===== src/rtl/zorro2_pkg.sv =====
// Shared types and constants for the Zorro II autoconfig master.
// The optional bus-cycle timeout is enabled by defining AUTOCFG_TIMEOUT_EN.
package zorro2_pkg;

  localparam int unsigned ADDR_W = 23;
  localparam int unsigned NIB_W  = 4;
  localparam int unsigned REG_W  = 8;
  localparam int unsigned CNT_W  = 4;
  localparam int unsigned MFG_W  = 16;

  // $E80000 expressed on address lines [23:1]; the register number sits in [8:1]
  localparam logic [ADDR_W-1:0] CFG_BASE = 23'h74_0000;

  localparam logic [REG_W-1:0] REG_TYPE   = 8'h00;
  localparam logic [REG_W-1:0] REG_SIZE   = 8'h01;
  localparam logic [REG_W-1:0] REG_MFG0   = 8'h08;
  localparam logic [REG_W-1:0] REG_MFG1   = 8'h09;
  localparam logic [REG_W-1:0] REG_MFG2   = 8'h0A;
  localparam logic [REG_W-1:0] REG_MFG3   = 8'h0B;
  localparam logic [REG_W-1:0] REG_BASE   = 8'h24;
  localparam logic [REG_W-1:0] REG_SHUTUP = 8'h26;

  localparam logic [2:0] SZ_8MB = 3'b000;
  localparam logic [2:0] SZ_4MB = 3'b111;
  localparam logic [2:0] SZ_2MB = 3'b110;
  localparam logic [2:0] SZ_1MB = 3'b101;

  localparam logic [CNT_W-1:0] SLOT_FIRST = 4'h2;
  localparam logic [CNT_W-1:0] SLOT_LIMIT = 4'hA;

  localparam int unsigned TIMEOUT_CLKS = 64;
  localparam int unsigned WR_GUARD     = 16;

  typedef enum logic [2:0] {
    ST_IDLE, ST_RD_TYPE, ST_RD_SIZE, ST_RD_MFG,
    ST_ALLOC, ST_WR_BASE, ST_WR_SHUTUP, ST_FINISH
  } state_e;

  typedef enum logic [1:0] {BC_IDLE, BC_SETUP, BC_WAIT, BC_HOLD} bc_state_e;

  // Size code to megabytes; 0 marks a code this master cannot place
  function automatic logic [CNT_W-1:0] size_mb(input logic [2:0] code);
    case (code)
      SZ_8MB:  size_mb = 4'd8;
      SZ_4MB:  size_mb = 4'd4;
      SZ_2MB:  size_mb = 4'd2;
      SZ_1MB:  size_mb = 4'd1;
      default: size_mb = 4'd0;
    endcase
  endfunction

endpackage


===== src/rtl/zorro2_bus_cycle.sv =====
// Single nibble read/write on the Zorro II config space with DTACKn synchroniser.
// Defining AUTOCFG_TIMEOUT_EN aborts a cycle that sees no DTACKn within TIMEOUT_CLKS.
module zorro2_bus_cycle
  import zorro2_pkg::*;
(
  input  logic              CLK,
  input  logic              RESETn,
  input  logic              req_i,
  input  logic              wr_i,
  input  logic [REG_W-1:0]  reg_i,
  input  logic [NIB_W-1:0]  wdata_i,
  output logic              ack_o,
  output logic [NIB_W-1:0]  rdata_o,
  output logic              timeout_o,
  output logic [ADDR_W-1:0] ADDR,
  output logic              RWn,
  output logic              ASn,
  output logic              UDSn,
  output logic [NIB_W-1:0]  DOUT,
  input  logic [NIB_W-1:0]  DIN,
  input  logic              DTACKn
);

  bc_state_e         state_q, state_d;
  logic [ADDR_W-1:0] addr_q, addr_d;
  logic              rwn_q, rwn_d, as_q, as_d, ack_q, ack_d, tmo_q, tmo_d;
  logic [NIB_W-1:0]  dout_q, dout_d, rdata_q, rdata_d;
  logic [1:0]        sync_q, sync_d;
  logic              expired_c;

`ifdef AUTOCFG_TIMEOUT_EN
  localparam int unsigned TMO_W = $clog2(TIMEOUT_CLKS);
  logic [TMO_W-1:0] wait_cnt_q, wait_cnt_d;

  assign expired_c  = (wait_cnt_q == TMO_W'(TIMEOUT_CLKS - 1));
  assign wait_cnt_d = (state_q == BC_WAIT) ? wait_cnt_q + TMO_W'(1) : '0;

  always_ff @(posedge CLK) begin
    if (!RESETn) wait_cnt_q <= '0;
    else         wait_cnt_q <= wait_cnt_d;
  end
`else
  assign expired_c = 1'b0;
`endif

  always_ff @(posedge CLK) begin
    if (!RESETn) begin
      state_q <= BC_IDLE;
      addr_q  <= '0;
      rwn_q   <= 1'b1;
      as_q    <= 1'b1;
      ack_q   <= 1'b0;
      tmo_q   <= 1'b0;
      dout_q  <= '0;
      rdata_q <= '0;
      sync_q  <= 2'b11;
    end else begin
      state_q <= state_d;
      addr_q  <= addr_d;
      rwn_q   <= rwn_d;
      as_q    <= as_d;
      ack_q   <= ack_d;
      tmo_q   <= tmo_d;
      dout_q  <= dout_d;
      rdata_q <= rdata_d;
      sync_q  <= sync_d;
    end
  end

  always_comb begin
    state_d = state_q;
    case (state_q)
      BC_IDLE:  if (req_i) state_d = BC_SETUP;
      BC_SETUP: state_d = BC_WAIT;
      BC_WAIT:  if (!sync_q[1] || expired_c) state_d = BC_HOLD;
      BC_HOLD:  state_d = BC_IDLE;
      default:  state_d = BC_IDLE;
    endcase
  end

  // Synchroniser only runs while strobes are out so a lingering DTACKn cannot leak into the next cycle
  always_comb begin
    addr_d  = addr_q;
    rwn_d   = rwn_q;
    as_d    = as_q;
    ack_d   = 1'b0;
    tmo_d   = tmo_q;
    dout_d  = dout_q;
    rdata_d = rdata_q;
    sync_d  = 2'b11;
    case (state_q)
      BC_IDLE: if (req_i) begin
        addr_d = CFG_BASE | ADDR_W'(reg_i);
        rwn_d  = ~wr_i;
        dout_d = wr_i ? wdata_i : '0;
        tmo_d  = 1'b0;
      end
      BC_SETUP: as_d = 1'b0;
      BC_WAIT: begin
        sync_d = {sync_q[0], DTACKn};
        if (!sync_q[1]) begin
          rdata_d = DIN;
          as_d    = 1'b1;
        end else if (expired_c) begin
          as_d  = 1'b1;
          tmo_d = 1'b1;
        end
      end
      BC_HOLD: begin
        ack_d = 1'b1;
        rwn_d = 1'b1;
      end
      default: ;
    endcase
  end

  assign ack_o     = ack_q;
  assign rdata_o   = rdata_q;
  assign timeout_o = tmo_q;
  assign ADDR      = addr_q;
  assign RWn       = rwn_q;
  assign ASn       = as_q;
  assign UDSn      = as_q;
  assign DOUT      = dout_q;

endmodule


===== src/rtl/zorro2_autoconfig_master.sv =====
// Zorro II autoconfig master: walks the CFGIN chain, reads each board and assigns 1MB-aligned bases.
// AUTOCFG_TIMEOUT_EN (in zorro2_bus_cycle) turns an unanswered cycle into end of chain.
module zorro2_autoconfig_master
  import zorro2_pkg::*;
(
  input  logic              CLK,
  input  logic              RESETn,
  input  logic              START,
  output logic [ADDR_W-1:0] ADDR,
  output logic              RWn,
  output logic              ASn,
  output logic              UDSn,
  output logic [NIB_W-1:0]  DOUT,
  input  logic [NIB_W-1:0]  DIN,
  input  logic              DTACKn,
  output logic              CFGOUTn,
  output logic              BUSY,
  output logic              DONE,
  output logic              ERR,
  output logic [CNT_W-1:0]  BOARD_CNT,
  output logic [CNT_W-1:0]  NEXT_BASE,
  output logic [MFG_W-1:0]  LAST_MFG
);

  localparam int unsigned WCNT_W = $clog2(WR_GUARD) + 1;
  localparam int unsigned CALC_W = CNT_W + 1;

  state_e            state_q, state_d;
  logic              cfgout_q, cfgout_d, busy_q, busy_d, done_q, done_d, err_q, err_d;
  logic              issued_q, issued_d;
  logic [CNT_W-1:0]  cnt_q, cnt_d, next_q, next_d, size_q, size_d, base_q, base_d;
  logic [MFG_W-1:0]  mfg_q, mfg_d;
  logic [1:0]        idx_q, idx_d;
  logic [WCNT_W-1:0] wcnt_q, wcnt_d;

  logic              req_c, wr_c, ack_c, tmo_c, guard_hit_c, fits_c, end_of_chain_c;
  logic [REG_W-1:0]  reg_c;
  logic [NIB_W-1:0]  wdata_c, rdata_c;
  logic [CALC_W-1:0] off_c, mask_c, base_c, end_c;

  zorro2_bus_cycle u_bus (
    .CLK       (CLK),
    .RESETn    (RESETn),
    .req_i     (req_c),
    .wr_i      (wr_c),
    .reg_i     (reg_c),
    .wdata_i   (wdata_c),
    .ack_o     (ack_c),
    .rdata_o   (rdata_c),
    .timeout_o (tmo_c),
    .ADDR      (ADDR),
    .RWn       (RWn),
    .ASn       (ASn),
    .UDSn      (UDSn),
    .DOUT      (DOUT),
    .DIN       (DIN),
    .DTACKn    (DTACKn)
  );

  // Base = NEXT_BASE rounded up so (base - first slot) is a multiple of the size
  assign off_c  = CALC_W'(next_q) - CALC_W'(SLOT_FIRST);
  assign mask_c = CALC_W'(size_q) - CALC_W'(1);
  assign base_c = ((off_c + mask_c) & ~mask_c) + CALC_W'(SLOT_FIRST);
  assign end_c  = base_c + CALC_W'(size_q);
  assign fits_c = (end_c <= CALC_W'(SLOT_LIMIT));

  assign end_of_chain_c = (rdata_c == 4'hF) || (rdata_c[3:2] != 2'b11);
  assign guard_hit_c    = ((state_q == ST_WR_BASE) || (state_q == ST_WR_SHUTUP))
                          && (wcnt_q == WCNT_W'(WR_GUARD));

  // Bus request decode: one request per visit to a bus state
  always_comb begin
    req_c   = 1'b0;
    wr_c    = 1'b0;
    reg_c   = REG_TYPE;
    wdata_c = '0;
    case (state_q)
      ST_RD_TYPE:   req_c = 1'b1;
      ST_RD_SIZE: begin
        req_c = 1'b1;
        reg_c = REG_SIZE;
      end
      ST_RD_MFG: begin
        req_c = 1'b1;
        reg_c = REG_MFG0 + REG_W'(idx_q);
      end
      ST_WR_BASE: begin
        req_c   = ~guard_hit_c;
        wr_c    = 1'b1;
        reg_c   = REG_BASE;
        wdata_c = base_q;
      end
      ST_WR_SHUTUP: begin
        req_c = ~guard_hit_c;
        wr_c  = 1'b1;
        reg_c = REG_SHUTUP;
      end
      default: ;
    endcase
    req_c = req_c & ~issued_q;
  end

  always_ff @(posedge CLK) begin
    if (!RESETn) begin
      state_q  <= ST_IDLE;
      cfgout_q <= 1'b1;
      busy_q   <= 1'b0;
      done_q   <= 1'b0;
      err_q    <= 1'b0;
      issued_q <= 1'b0;
      cnt_q    <= '0;
      next_q   <= SLOT_FIRST;
      size_q   <= '0;
      base_q   <= '0;
      mfg_q    <= '0;
      idx_q    <= '0;
      wcnt_q   <= '0;
    end else begin
      state_q  <= state_d;
      cfgout_q <= cfgout_d;
      busy_q   <= busy_d;
      done_q   <= done_d;
      err_q    <= err_d;
      issued_q <= issued_d;
      cnt_q    <= cnt_d;
      next_q   <= next_d;
      size_q   <= size_d;
      base_q   <= base_d;
      mfg_q    <= mfg_d;
      idx_q    <= idx_d;
      wcnt_q   <= wcnt_d;
    end
  end

  always_comb begin
    state_d = state_q;
    case (state_q)
      ST_IDLE:    if (START) state_d = ST_RD_TYPE;
      ST_RD_TYPE: if (ack_c) state_d = (tmo_c || end_of_chain_c) ? ST_FINISH : ST_RD_SIZE;
      ST_RD_SIZE: if (ack_c) begin
        if (tmo_c)                         state_d = ST_FINISH;
        else if (size_mb(rdata_c[2:0]) == '0) state_d = ST_WR_SHUTUP;
        else                               state_d = ST_RD_MFG;
      end
      ST_RD_MFG:  if (ack_c) begin
        if (tmo_c)              state_d = ST_FINISH;
        else if (idx_q == 2'd3) state_d = ST_ALLOC;
      end
      ST_ALLOC:   state_d = fits_c ? ST_WR_BASE : ST_WR_SHUTUP;
      ST_WR_BASE, ST_WR_SHUTUP: begin
        if (guard_hit_c) state_d = ST_FINISH;
        else if (ack_c)  state_d = tmo_c ? ST_FINISH : ST_RD_TYPE;
      end
      ST_FINISH:  state_d = ST_IDLE;
      default:    state_d = ST_IDLE;
    endcase
  end

  always_comb begin
    cfgout_d = cfgout_q;
    busy_d   = busy_q;
    done_d   = done_q;
    err_d    = err_q;
    issued_d = issued_q;
    cnt_d    = cnt_q;
    next_d   = next_q;
    size_d   = size_q;
    base_d   = base_q;
    mfg_d    = mfg_q;
    idx_d    = idx_q;
    wcnt_d   = wcnt_q;
    if (req_c) issued_d = 1'b1;
    if (ack_c) issued_d = 1'b0;
    case (state_q)
      ST_IDLE: if (START) begin
        cfgout_d = 1'b0;
        busy_d   = 1'b1;
        done_d   = 1'b0;
        err_d    = 1'b0;
        cnt_d    = '0;
        next_d   = SLOT_FIRST;
        wcnt_d   = '0;
      end
      ST_RD_SIZE: if (ack_c) begin
        size_d = size_mb(rdata_c[2:0]);
        idx_d  = '0;
      end
      ST_RD_MFG: if (ack_c && !tmo_c) begin
        mfg_d = {mfg_q[MFG_W-NIB_W-1:0], ~rdata_c};
        idx_d = idx_q + 2'd1;
      end
      ST_ALLOC: base_d = base_c[CNT_W-1:0];
      ST_WR_BASE: begin
        if (guard_hit_c) err_d = 1'b1;
        else if (ack_c && !tmo_c) begin
          next_d = base_q + size_q;
          cnt_d  = (cnt_q == '1) ? cnt_q : cnt_q + CNT_W'(1);
          wcnt_d = wcnt_q + WCNT_W'(1);
        end
      end
      ST_WR_SHUTUP: begin
        if (guard_hit_c) err_d = 1'b1;
        else if (ack_c && !tmo_c) wcnt_d = wcnt_q + WCNT_W'(1);
      end
      ST_FINISH: begin
        busy_d = 1'b0;
        done_d = 1'b1;
      end
      default: ;
    endcase
  end

  assign CFGOUTn   = cfgout_q;
  assign BUSY      = busy_q;
  assign DONE      = done_q;
  assign ERR       = err_q;
  assign BOARD_CNT = cnt_q;
  assign NEXT_BASE = next_q;
  assign LAST_MFG  = mfg_q;

endmodule


===== config.mk =====
export PLATFORM = sky130hd
export DESIGN_NAME = zorro2_autoconfig_master
export DESIGN_NICKNAME = d
export VERILOG_FILES = /design/src/rtl/zorro2_pkg.sv /design/src/rtl/zorro2_bus_cycle.sv /design/src/rtl/zorro2_autoconfig_master.sv
export SDC_FILE = /design/constraint.sdc
export NUM_CORES = 1
export LEC_CHECK = 0
export CORE_MARGIN = 2
export CORE_UTILIZATION = 55
export CTS_CLUSTER_SIZE = 12
export DETAILED_ROUTE_END_ITERATION = 10
export GPL_ROUTABILITY_DRIVEN = 0
export GPL_TIMING_DRIVEN = 0
export PLACE_DENSITY = 0.81
export SYNTH_ARGS = -nofsm -noshare
export SYNTH_HDL_FRONTEND = slang
export SYNTH_SLANG_ARGS = --single-unit
export TNS_END_PERCENT = 20

===== constraint.sdc =====
create_clock -name CLK -period 6.7 [get_ports CLK]
set_clock_uncertainty 0.05 [all_clocks]
set_input_delay 1.005 -clock CLK [delete_from_list [all_inputs] [get_ports CLK]]
set_output_delay 1.005 -clock CLK [all_outputs]
set_load 0.01 [all_outputs]

==> results of run 1 <==
worst min-delay path by stage:
stage                               start         endpoint  slack, ns  cells after the start
after CTS                 u_bus.sync_q[0]  u_bus.sync_q[1]       0.37                      1
after detailed placement  u_bus.sync_q[0]  u_bus.sync_q[1]       0.35                      1
after global placement    u_bus.sync_q[0]  u_bus.sync_q[1]       0.34                      1
final                     u_bus.sync_q[0]  u_bus.sync_q[1]       0.36                      1
after global routing      u_bus.sync_q[0]  u_bus.sync_q[1]       0.39                      1
after floorplan           u_bus.sync_q[0]  u_bus.sync_q[1]       0.34                      1
state kept, by name, summed over array words and instances, names as in the netlist, 4 cells and up:
signal	flops
wcnt_q	5
NEXT_BASE	4
u_bus.ADDR	5
base_q	4
BOARD_CNT	4
u_bus.DOUT	4
size_q	4
LAST_MFG	16
u_bus.rdata_o	4
area by class of cell:
class | count | share of cell area, %
Clock buffer | 12 | 3.13
Inverter | 24 | 1.94
Multi-Input combinational cell | 327 | 46.1
Timing Repair Buffer | 51 | 11.0
Sequential cell | 67 | 28.9
Clock inverter | 4 | 1.59
Tap cell | 80 | 2.16
Buffer | 41 | 5.23
worst register-to-register path, cell delays in order (launching register included):
cell	delay [ns]
dfxtp_1	0.51
inv_1	0.14
ha_1	0.35
ha_1	0.28
inv_1	0.04
ha_1	0.22
fa_1	0.44
and2_1	0.17
ha_1	0.22
xnor2_1	0.31
ha_1	0.34
and2_1	0.19
a311o_1	0.37
or2_1	0.22
mux2i_1	0.14
o221a_1	0.20
cell usage after synthesis, types with 2 or more instances:
master    number  area (um2)
mux2i_1        9        90.1
and2_1        12        75.1
o21ai_0       13        65.1
nor3_1         6        30.0
clkbuf_1      16        60.1
a41o_1         2        20.0
a31oi_1        7        43.8
a21oi_1       11        55.1
xor2_1         8        70.1
dfxtp_1       67        1340
fa_1           2        40.0
nand3_1       18        90.1
a21boi_0      30         225
buf_4         21         158
ha_1          23         288
nor3b_2        2        25.0
nor2b_1       11        68.8
nor2_1        23        86.3
nor3b_1        3        22.5
o21a_1         3        22.5
nand3b_1       3        22.5
inv_1         23        86.3
nand4_1        7        43.8
a21o_1         2        15.0
a21boi_1       2        15.0
o211a_1        2        20.0
nand2_1       73         274
buf_2          2        10.0
xnor2_1        6        52.6
power groups by stage:
stage,registers [mW],clock network [mW],logic (mW)
final,0.430,0.375,0.202
after detailed placement,0.439,0,0.199
after CTS,0.430,0.379,0.200
after global routing,0.434,0.396,0.222
after floorplan,0.439,0,0.134
after global placement,0.438,0,0.195
cell families after synthesis:
| logic type | count (synthesis) |
|---|---|
| XOR/XNOR | 15 |
| multiplexers | 9 |
| other | 1 |
| AO/OA/AOI/OAI | 90 |
| flip-flops | 67 |
| buffers and inverters | 65 |
| adder cells (fa/ha/maj) | 25 |
| AND/OR/NAND/NOR | 174 |
per-layer routing:
layer  part of all wire, %  vias to the layer above  global-route usage (%)  routed length [um]
met1                    44                     1513                    29.0                3820
met2                    47                      119                    40.8                4120
met3                   6.3                       22                    6.57                 550
met4                   2.3                        0                    8.66                 204
met5                     0                        -                       0                   0
li1                      -                     1637                       -                   -
per-stage QoR:
stage	instance area, um2	setup WS (ns)	std cells	hold slack, ns	util (%)
global placement	4420	2.64	590	0.343	65.8
detailed placement	4420	2.60	590	0.352	65.8
finish	4640	2.47	606	0.365	69.1
floorplan	3810	2.98	459	0.341	-
CTS	4640	2.50	606	0.369	69.1
global route	4640	2.29	606	0.386	69.1
==> reports/results.tsv, run 1 <==
stage	metric	value	unit
setup_path	cp_num_buf_inv	2	
floorplan	fp.coreArea	0.00672	mm2
setup_path	crit_chain	inv_1, ha_1, ha_1, inv_1, ha_1, fa_1, and2_1, ha_1, xnor2_1, ha_1, and2_1, a311o_1, or2_1, mux2i_1, o221a_1	
setup_path	crit_slowest_cell	dfxtp_1	
synthesis	syn_inst	446	
floorplan	start_util	56.0	%
clocking	cts_setup_buffers	0	
timing	drv_slew	0	
synthesis	synth.area.mux_share	2.39	%
clocking	cts_repair_resize_count	0	
global_route	grt_usage	24.0	%
power	intPower	725	uW
setup_path	rr_startpoint	size_q[0]	
setup_path	crit_type	flip-flop to flip-flop	
floorplan	die_h	86.7	um
global_route	grt_start_max_net_pins	12	
global_route	first_global_vias	3091	
power	leakagePower	1.83	nW
drt	drt_iter0_drc	158	
clocking	tritoncts	built	
synthesis	ys_types	68	
layout	mostFrequentLayoutCell	nand2_1	
power	finalPower	1.01	mW
setup_path	critPathArrivalTime	4.47	ns
worst_hold_path	hp-class	flip-flop to flip-flop	
power	irDropWorstVdd	0.172	mV
layout	drive_above_1_share	10.6	%
timing	finalSetupViolCount	0	
clocking	htree_levels	3	
run_status	status	complete, no violations	
setup_path	cpMostUsedCell	ha_1	
drt	drc	0	
setup_path	ff2ff_path_depth	15	
clocking	cts_buffer_depth	2	
power	swShare	28.0	%
global_route	grt_pass1_wl	14.1	mm
floorplan	rows	30	
timing	fin_crit	4.23	ns
synthesis	ys_warn_count	0	
layout	diodes	0	
place	dp_hpwl	6.30	mm
layout	syn2layout_area_growth	23.3	%
layout	layout.cells.most_common_list	73 x nand2_1, 67 x dfxtp_1, 51 x clkdlybuf4s50_1, 30 x a21boi_0	
drt	wl	8.69	mm
clocking	root_buffer	clkbuf_8	
synthesis	yosys.area_share.xor_xnor	3.69	%
clocking	cts_sinks	67	
clocking	clk_pin_slew	0.07	ns
floorplan	ios	66	
synthesis	synth_top_family_by_area	simple AND/OR/NAND/NOR gates	
drt	wl_per_cell	14.3	um
global_route	gr-total-overflow	0	
clocking	numCtsBuffers	9	
synthesis	ys.flop_type	dfxtp_1	
global_route	antenna_found_initial	0	
setup_path	startpoint_type	flip-flop	
setup_path	crit_path_max_fanout	8	
layout	nets	554	
power	powerDensity	217	mW/mm2
setup_path	cp_slowest_stage_delay	0.51	ns
clocking	insertion_delay	0.35	ns
synthesis	synth_compound_area_share	17.6	%
place	port_buffers	51	
drt	via_per_inst	5.43	
timing	period_share	63.1	%
timing	slew_headroom	53.6	%
synthesis	ys_async_sr_fraction	0	%
synthesis	yosys_register_bits	67	
synthesis	syn_area_per_cell	8.44	um2
timing	fmax	236	MHz
setup_path	rr_endpoint	state_q[1]	
synthesis	yosys.area_share.simple	23.0	%
clocking	ctsHoldBuffers	0	
synthesis	syn_area	0.00376	mm2
floorplan	fp.dieArea	0.00752	mm2
drt	detail-route-antenna-nets	0	
drt	vias	3291	
timing	worstMarginPinSlew	0.696	ns
layout	multi_input_area	0.00214	mm2
setup_path	worstPathRequired	6.95	ns
drt	drt_first_pass_iters	5	
timing	hold_viol	0	
power	power_frac_seq	42.7	%
setup_path	crit_family	adder cells	
floorplan	die_w	86.7	um
setup_path	crit_start	size_q[0]	
timing	rsz0062_at_grt	no	
power	switching_power	282	uW
layout	fillers	570	
job	maxCapViolCount	0	
setup_path	reg2reg_slack	2.47	ns
setup_path	endpoint_kind	flip-flop	
timing	setup_tns	0	ns
power	p_clk_share	37.2	%
setup_path	critPathCapture	state_q[1]	
synthesis	seq_area_frac_synth	35.7	%
power	combPwrFrac	20.1	%
synthesis	synthAdderAreaFrac	8.71	%
setup_path	worstSetupPathDepth	15	
layout	seqCellArea	0.00134	mm2
synthesis	synth-edff-count	0	
Power figures use the tool's default switching activity.
==> run 2: changes to the inputs <==
--- a/config.mk
+++ b/config.mk
@@ -6,12 +6,12 @@
 export NUM_CORES = 1
 export LEC_CHECK = 0
 export CORE_MARGIN = 2
-export CORE_UTILIZATION = 55
+export CORE_UTILIZATION = 53
 export CTS_CLUSTER_SIZE = 12
 export DETAILED_ROUTE_END_ITERATION = 10
 export GPL_ROUTABILITY_DRIVEN = 0
 export GPL_TIMING_DRIVEN = 0
-export PLACE_DENSITY = 0.81
+export PLACE_DENSITY = 0.78
 export SYNTH_ARGS = -nofsm -noshare
 export SYNTH_HDL_FRONTEND = slang
 export SYNTH_SLANG_ARGS = --single-unit
==> constraint.sdc (replaced) <==
create_clock -name CLK -period 4.4 [get_ports CLK]
set_clock_uncertainty 0.05 [all_clocks]
set_input_delay 0.66 -clock CLK [delete_from_list [all_inputs] [get_ports CLK]]
set_output_delay 0.66 -clock CLK [all_outputs]
set_load 0.01 [all_outputs]
==> reports/results.tsv, run 2 (synthesized netlist as in run 1, its figures left out) <==
stage	metric	value	unit	change
setup_path	crit_start	size_q[0]		
timing	setup_tns	0	ns	unchanged
global_route	gr-total-overflow	0		unchanged
global_route	first_global_vias	3101		+0.32%
timing	fin_crit	4.19	ns	-0.0408 ns
drt	drc	0		unchanged
timing	setup_slack	0.211	ns	-2.26 ns
timing	period_share	95.2	%	+32 points
place	dp_hpwl	6.49	mm	+3.0%
clocking	clk_pin_slew	0.07	ns	about the same
setup_path	cp_slowest_stage_delay	0.57	ns	+0.06 ns
clocking	insertion_delay	0.34	ns	about the same
layout	fillers	577		+1.2%
clocking	ctsHoldBuffers	0		unchanged
place	port_buffers	51		unchanged
power	powerDensity	330	mW/mm2	+52%
global_route	antenna_found_initial	0		unchanged
floorplan	fp.dieArea	0.00779	mm2	+3.6%
timing	rsz0062_at_grt	no		
clocking	cts_sinks	67		unchanged
worst_hold_path	hp-class	flip-flop to flip-flop		
place	pre_cts_ws	0.309	ns	-2.29 ns
setup_path	crit_path_max_fanout	8		unchanged
drt	drt_iter0_drc	198		+25%
layout	drive_above_1_share	10.6	%	unchanged
floorplan	fp.coreArea	0.00683	mm2	+1.7%
global_route	grt_pass1_wl	14.3	mm	+1.7%
timing	hold_viol	0		unchanged
setup_path	rr_startpoint	size_q[0]		
layout	largest_reg_flops	16		unchanged
drt	drt_first_pass_iters	4		-1
job	maxCapViolCount	0		unchanged
layout	layout.cells.most_common_list	73 x nand2_1, 67 x dfxtp_1, 51 x clkdlybuf4s50_1, 30 x a21boi_0		
layout	diodes	0		unchanged
timing	fmax	239	MHz	+0.97%
setup_path	crit_slowest_cell	dfxtp_1		
clocking	numCtsBuffers	9		unchanged
floorplan	start_util	55.1	%	-0.92 points
setup_path	critPathCapture	state_q[1]		
drt	vias	3279		-0.36%
clocking	cts_repair_resize_count	0		unchanged
drt	detail-route-antenna-nets	0		unchanged
floorplan	die_w	88.3	um	+1.8%
drt	wl	8.76	mm	+0.77%
setup_path	crit_chain	inv_1, ha_1, ha_1, inv_1, ha_1, fa_1, and2_1, ha_1, xnor2_1, ha_1, and2_1, a311o_1, or2_1, mux2i_1, o221a_1		
global_route	grt_start_max_net_pins	12		unchanged
clocking	htree_levels	3		unchanged
setup_path	reg2reg_slack	0.21	ns	-2.26 ns
setup_path	worstPathRequired	4.64	ns	-2.31 ns
setup_path	critPathArrivalTime	4.43	ns	-0.04 ns
clocking	tritoncts	built		
clocking	cts_buffer_depth	2		unchanged
setup_path	ff2ff_path_depth	15		unchanged
setup_path	startpoint_type	flip-flop		
drt	via_per_inst	5.27		-2.9%
floorplan	rows	30		unchanged
setup_path	cpMostUsedCell	ha_1		
layout	nets	554		unchanged
run_status	status	complete, no violations		
power	leakagePower	1.83	nW	unchanged
setup_path	crit_type	flip-flop to flip-flop		
clocking	root_buffer	clkbuf_8		
timing	worstMarginPinSlew	0.709	ns	+0.0130 ns
timing	slew_headroom	52.6	%	-1.0 points
timing	drv_slew	0		unchanged
drt	wl_per_cell	14.1	um	-1.8%
floorplan	die_h	88.3	um	+1.8%
power	irDropWorstVdd	0.264	mV	+53%
timing	finalSetupViolCount	0		unchanged
layout	syn2layout_area_growth	23.9	%	
setup_path	endpoint_kind	flip-flop		
layout	mostFrequentLayoutCell	nand2_1		
clocking	cts_setup_buffers	0		unchanged
floorplan	ios	66		unchanged
global_route	grt_usage	23.6	%	-0.36 points
setup_path	rr_endpoint	state_q[1]		
run 2: cell counts in the layout (fill, tap and decap cells not counted):
Identical to the previous run, type by type.
run 2: metrics by stage:
stage	utilization (%)	cells	area, um2	power, mW	hold WS, ns
6_report	68.2	622	4660	1.54	0.372
5_1_grt	68.2	622	4660	1.61	0.405
4_1_cts	68.2	622	4660	1.55	0.380
3_5_place_dp	65.0	606	4440	0.977	0.361
3_3_place_gp	65.0	606	4440	0.965	0.344
2_1_floorplan	-	459	3810	0.873	0.341
run 2: routing by layer:
metal,track usage (%),up-vias,wire [um]
li1,-,1637,-
met1,30.6,1541,3880
met2,39.1,88,4350
met3,5.88,13,425
met4,7.16,0,110
met5,0,-,0
run 2: layout make-up:
| class | count | area (um2) | share of cell area (%) |
|---|---|---|---|
| Multi-Input combinational cell | 327 | 2140 | 45.9 |
| Sequential cell | 67 | 1340 | 28.8 |
| Timing Repair Buffer | 51 | 510 | 11.0 |
| Buffer | 41 | 243 | 5.21 |
| Clock buffer | 12 | 145 | 3.11 |
| Tap cell | 96 | 120 | 2.58 |
| Inverter | 24 | 90.1 | 1.93 |
| Clock inverter | 4 | 73.8 | 1.58 |
run 2: how the worst min path moves through the flow:
stage                     from              end  depth (start not counted)
6_report       u_bus.sync_q[0]  u_bus.sync_q[1]                          1
2_1_floorplan  u_bus.sync_q[0]  u_bus.sync_q[1]                          1
3_5_place_dp   u_bus.sync_q[0]  u_bus.sync_q[1]                          1
5_1_grt        u_bus.sync_q[0]  u_bus.sync_q[1]                          1
4_1_cts        u_bus.sync_q[0]  u_bus.sync_q[1]                          1
3_3_place_gp   u_bus.sync_q[0]  u_bus.sync_q[1]                          1
run 2: worst max-delay path, delay by kind of cell, from the launching register on:
family | cells | cell delay [ns]
xor+xnor | 1 | 0.26
flops | 1 | 0.57
mux | 1 | 0.13
fa+ha+maj | 6 | 1.79
compound gates | 2 | 0.56
buf+inv | 2 | 0.18
simple gates | 3 | 0.59
run 2: power by group:
group | switching [mW] | total [mW] | internal (mW)
registers | 0.0232 | 0.655 | 0.632
logic | 0.173 | 0.311 | 0.138
clock network | 0.235 | 0.570 | 0.335
